===== config.mk =====
export PLATFORM = sky130hd
export DESIGN_NAME = julia_dispatcher
export DESIGN_NICKNAME = d
export VERILOG_FILES = /design/src/rtl/julia_dispatcher.sv
export SDC_FILE = /design/constraint.sdc
export NUM_CORES = 1
export LEC_CHECK = 0
export BUFFER_PORTS_ARGS = -buffer_cell sky130_fd_sc_hd__buf_4
export CORE_ASPECT_RATIO = 0.6
export CORE_MARGIN = 2
export CORE_UTILIZATION = 50
export CTS_CLUSTER_DIAMETER = 80
export CTS_CLUSTER_SIZE = 12
export DETAILED_ROUTE_END_ITERATION = 6
export PLACE_DENSITY = 0.88
export SLEW_MARGIN = 20
export SYNTH_ARGS = -nofsm -noshare
export SYNTH_HDL_FRONTEND = slang
export SYNTH_SLANG_ARGS = --single-unit

===== constraint.sdc =====
create_clock -name clk -period 8.8 [get_ports clk]
set_input_delay 0 -clock clk [delete_from_list [all_inputs] [get_ports clk]]
set_output_delay 0 -clock clk [all_outputs]
set_load 0.01 [all_outputs]

===== src/rtl/julia_dispatcher.sv =====
// julia_dispatcher: frame-scan master for a single julia worker.
// Walks the pixel grid in raster order, starts the worker on each (x, y) with
// the frame's Julia constant, writes the returned color to the worker-supplied
// address, then releases the worker with MC_done.
// Optional build macro: JULIA_DISPATCHER_PERF_EN adds the frame_cycles counter.
//
// Handshakes:
//   worker : JW_start is a one-cycle pulse, only ever raised while JW_ready=1.
//            JW_done is held by the worker until the one-cycle MC_done pulse.
//   memory : wr_req/wr_addr/wr_data stay stable while wr_waitrequest=1; the
//            write is accepted on the cycle with wr_req=1 and wr_waitrequest=0.
module julia_dispatcher #(
    parameter int H_RES   = 640,
    parameter int V_RES   = 480,
    parameter int COORD_W = 10,
    parameter int WIDTH   = 22
) (
    input  logic               clk,
    input  logic               rst,
    input  logic               frame_start,
    input  logic [WIDTH-1:0]   c_real_in,
    input  logic [WIDTH-1:0]   c_imag_in,
    output logic               busy,
    output logic               frame_done,
    output logic [COORD_W-1:0] x,
    output logic [COORD_W-1:0] y,
    output logic [WIDTH-1:0]   c_real_out,
    output logic [WIDTH-1:0]   c_imag_out,
    output logic               JW_start,
    input  logic               JW_ready,
    input  logic               JW_done,
    input  logic [31:0]        color,
    input  logic [31:0]        address,
    output logic               MC_done,
    output logic               wr_req,
    output logic [31:0]        wr_addr,
    output logic [31:0]        wr_data,
    input  logic               wr_waitrequest,
`ifdef JULIA_DISPATCHER_PERF_EN
    output logic [31:0]        frame_cycles,
`endif
    output logic [2:0]         state_dbg
);

    typedef enum logic [2:0] {
        IDLE      = 3'd0,
        ISSUE     = 3'd1,
        WAIT_DONE = 3'd2,
        WRITE     = 3'd3,
        RELEASE   = 3'd4
    } state_t;

    state_t state;
    state_t state_nxt;

    logic last_x;
    logic last_y;

    assign last_x    = (x == COORD_W'(H_RES - 1));
    assign last_y    = (y == COORD_W'(V_RES - 1));
    assign state_dbg = state;

    // State register.
    always_ff @(posedge clk or posedge rst) begin
        if (rst) begin
            state <= IDLE;
        end else begin
            state <= state_nxt;
        end
    end

    // Next-state logic and the single-cycle strobes (JW_start, MC_done, frame_done).
    always_comb begin
        state_nxt  = state;
        JW_start   = 1'b0;
        MC_done    = 1'b0;
        frame_done = 1'b0;
        case (state)
            IDLE: begin
                if (frame_start) state_nxt = ISSUE;
            end
            ISSUE: begin
                if (JW_ready) begin
                    JW_start  = 1'b1;
                    state_nxt = WAIT_DONE;
                end
            end
            WAIT_DONE: begin
                if (JW_done) state_nxt = WRITE;
            end
            WRITE: begin
                if (!wr_waitrequest) state_nxt = RELEASE;
            end
            RELEASE: begin
                MC_done    = 1'b1;
                frame_done = last_x && last_y;
                state_nxt  = (last_x && last_y) ? IDLE : ISSUE;
            end
            default: state_nxt = IDLE;
        endcase
    end

    // Frame context, pixel cursor and memory write port registers.
    always_ff @(posedge clk or posedge rst) begin
        if (rst) begin
            busy       <= 1'b0;
            x          <= '0;
            y          <= '0;
            c_real_out <= '0;
            c_imag_out <= '0;
            wr_req     <= 1'b0;
            wr_addr    <= '0;
            wr_data    <= '0;
        end else begin
            case (state)
                IDLE: begin
                    if (frame_start) begin
                        busy       <= 1'b1;
                        x          <= '0;
                        y          <= '0;
                        c_real_out <= c_real_in;
                        c_imag_out <= c_imag_in;
                    end
                end
                WAIT_DONE: begin
                    if (JW_done) begin
                        wr_addr <= address;
                        wr_data <= color;
                        wr_req  <= 1'b1;
                    end
                end
                WRITE: begin
                    if (!wr_waitrequest) wr_req <= 1'b0;
                end
                RELEASE: begin
                    // Cursor only moves after the pixel is released, so x/y stay
                    // stable for the worker from ISSUE through RELEASE.
                    if (last_x) begin
                        x <= '0;
                        if (last_y) begin
                            y    <= '0;
                            busy <= 1'b0;
                        end else begin
                            y <= y + COORD_W'(1);
                        end
                    end else begin
                        x <= x + COORD_W'(1);
                    end
                end
                default: ;
            endcase
        end
    end

`ifdef JULIA_DISPATCHER_PERF_EN
    // Busy-cycle counter: cleared on frame accept, counts every busy cycle
    // (including the frame_done cycle), saturates, then holds while idle.
    always_ff @(posedge clk or posedge rst) begin
        if (rst) begin
            frame_cycles <= '0;
        end else if (state == IDLE && frame_start) begin
            frame_cycles <= '0;
        end else if (busy && frame_cycles != 32'hFFFF_FFFF) begin
            frame_cycles <= frame_cycles + 32'd1;
        end
    end
`endif

endmodule


==> results.sh <==
export IMPL_outcome="complete, no violations"
export IMPL_cap_violations=0
export IMPL_rows=29
export IMPL_drive_above_1_share_pct=54.61
export IMPL_grt_pass1_vias=5021
export IMPL_finalCritPeriodShare_pct=31.24
export IMPL_synth_top_cell_area_share_pct=61.72
export IMPL_r2r_start="state_dbg[1]"
export IMPL_clk_pin_slew_ns=0.06
export IMPL_drt_vias_per_instance=5.228
export IMPL_numCtsBuffers=17
export IMPL_die_area_um2=11660
export IMPL_antenna_found_initial=1
export IMPL_rrSetupSlack_ns=6.05
export IMPL_reg2reg_to="y[0]"
export IMPL_core_area_um2=10520
export IMPL_max_freq_mhz=363.8
export IMPL_syn_to_final_growth_pct=68.03
export IMPL_grt_pass1_wl_um=27270
export IMPL_critPathRequiredTime_ns=9.14
export IMPL_drc=0
export IMPL_hold_end="state_dbg[0]"
export IMPL_hold_class="in2reg"
export IMPL_initial_core_util_pct=51.25
export IMPL_power_leakage_uw=0.004292
export IMPL_overflow=0
export IMPL_syn_inst=371
export IMPL_power_density_nw_per_um2=327.7
export IMPL_worstMarginPinSlew_ns=1.004
export IMPL_finalNonFillerCells=889
export IMPL_syn_area_per_cell_um2=14.54
export IMPL_synthTopCellsByArea="dfrtp_1 (62%), mux2_2 (23%), nor2_1 (1.2%)"
export IMPL_async_flop_share_pct=100.0
export IMPL_vias=4648
export IMPL_post_synth_top_count_cell="dfrtp_1"
export IMPL_netlist_area_um2=5393
export IMPL_skew_ns=0.008855
export IMPL_synth_area_leader_cell="dfrtp_1"
export IMPL_post_drt_wl_per_cell_um=19.88
export IMPL_dp_hpwl_um=9824
export IMPL_ys_seq_area_share_pct=61.72
export IMPL_setup_viol=0
export IMPL_ys_types=45
export IMPL_ant_nets=0
export IMPL_cp_start_kind="flip-flop"
export IMPL_syn_num_nets=487
export IMPL_cts_sinks=133
export IMPL_cts_resized=0
export IMPL_grt_max_degree=84
export IMPL_io_pin_count=250
export IMPL_wl_um=17670
export IMPL_ys_seq_elements=133
export IMPL_ir_worst_vdd_v=0.0002119
export IMPL_die_y_um=84.45
export IMPL_dp_cells=745
export IMPL_hold_viol_final=0
export IMPL_critPathArrivalTime_ns=3.09
export IMPL_whs_path_depth=4
export IMPL_rsz0062_at_grt="no"
export IMPL_place_port_buffers=249
export IMPL_clock_latency_ns=0.41
export IMPL_worstSetupEndpointType="flip-flop"
export IMPL_die_w_um=138.1
export IMPL_max_slew_margin_rel_pct=32.90
export IMPL_tns_ns=0
export IMPL_first_pass_iters=4
export IMPL_synth_edf_count=0
export IMPL_finalMaxSlewViolations=0
export IMPL_synth_common_cells="dfrtp_1 (133), mux2_2 (109), nor2_1 (17)"
export IMPL_timing_final_crit_period_ns=2.749
export IMPL_synth_ff_type="dfrtp_1"
export IMPL_grtUsageTotal_pct=30.38
export IMPL_criticalPathCategory="reg2reg"
export IMPL_place_congestion=0.8620
export IMPL_nNetsFinal=852
export IMPL_crit_path_max_fanout=48
export IMPL_ys_warnings_count=0
export IMPL_hold_start="JW_done"
export IMPL_initialDrtViolationCount=195
export IMPL_cts_setup_buffers=0
export IMPL_cts_max_level=4
export IMPL_reg2regPathDepth=4
export IMPL_cts_tree="yes"
export IMPL_clk_path_buf_depth=2
export IMPL_cts_root_buf="clkbuf_16"
-- worst max path at each step --
stage               depth (start not counted)  endpoint          from  slack, ns
floorplan                                   1      busy           rst       5.25
global placement                            4      y[9]  state_dbg[1]       6.25
detailed placement                          4      y[7]  state_dbg[1]       6.05
CTS                                         4      y[7]  state_dbg[1]       6.04
global route                                4      y[7]  state_dbg[1]       5.86
finish                                      4      y[0]  state_dbg[1]       6.05
-- flip-flops by register name, summed over array words and instances (netlist names) --
name        flops
wr_addr        32
busy            1
y              10
state_dbg       3
wr_req          1
wr_data        32
x              10
c_imag_out     22
c_real_out     22
-- worst max-delay path, stage by stage, from the launching register on --
cell and delay (ns):
dfrtp_1 0.47, nor4b_2 0.91, buf_4 0.64, o21a_1 0.42, mux2_2 0.21
-- where the power goes --
part           switching (uW)  internal [uW]  leakage [uW]  total [uW]
logic                     502            673       0.00240        1180
registers                 202            891       0.00162        1090
clock network             274            427      0.000275         701
total                     978           1990       0.00429        2970
-- per-stage QoR --
step	total power (uW)	hold WS [ns]	utilization, %	setup WS, ns	cell area (um^2)
floorplan	1584	0.1517	-	5.246	5393
global placement	2114	0.1114	69.88	6.253	7353
detailed placement	2170	0.1222	69.88	6.046	7353
CTS	2913	0.001403	86.05	6.037	9055
global route	3096	0.02736	86.11	5.858	9061
finish	2969	0.01187	86.11	6.051	9061
-- routing by layer --
layer | up-vias | routed length, um | track usage, % | share of wire (%)
li1 | 2085 | - | - | -
met5 | - | 0 | 0 | 0
met2 | 217 | 9197 | 53.33 | 52
met1 | 2310 | 6822 | 35.64 | 39
met3 | 36 | 1197 | 8.785 | 6.8
met4 | 0 | 456 | 12.43 | 2.6
-- layout make-up --
type,count,area (um^2)
flip-flops and latches,133,3328
multi-input cells,216,1938
repair buffers,363,3007
diodes,1,2.502
fillers,494,1461
clock buffers,18,439.2
inverters,5,21.27
well taps,139,173.9
clock inverters,14,151.4
-- placed cells by master, fill, tap and decap left out, types with 3 or more instances in the layout --
| cell | Yosys | final |
|---|---|---|
| clkinvlp_4 | 0 | 5 |
| nor2_1 | 17 | 17 |
| a22o_1 | 5 | 5 |
| a221o_1 | 5 | 5 |
| o21ai_0 | 9 | 9 |
| nor3_1 | 4 | 3 |
| and3_2 | 4 | 4 |
| a31oi_1 | 4 | 4 |
| inv_1 | 5 | 4 |
| nand3_1 | 6 | 6 |
| nand2_1 | 10 | 10 |
| buf_4 | 0 | 251 |
| mux2_2 | 109 | 109 |
| clkbuf_16 | 0 | 17 |
| inv_6 | 0 | 3 |
| dfrtp_1 | 133 | 133 |
| a21oi_1 | 4 | 4 |
| dlygate4sd3_1 | 0 | 111 |
-- cell families (layout without fill, tap and decap cells) --
group	count (synthesis)	in the layout	share of synthesized area, %
adder cells (fa/ha/maj)	2	2	0.4640
flip-flops	133	133	61.72
buffers and inverters	22	400	2.552
multiplexers	109	109	22.76
other	0	1	0
AO/OA/AOI/OAI	43	43	5.870
AND/OR/NAND/NOR	62	62	6.636
-- repair_timing --
action,in CTS,in global routing
endpoints found under the setup margin,0,0
hold buffers,111,0
hold endpoints to repair,160,0
(Power assumes the default switching activity.)
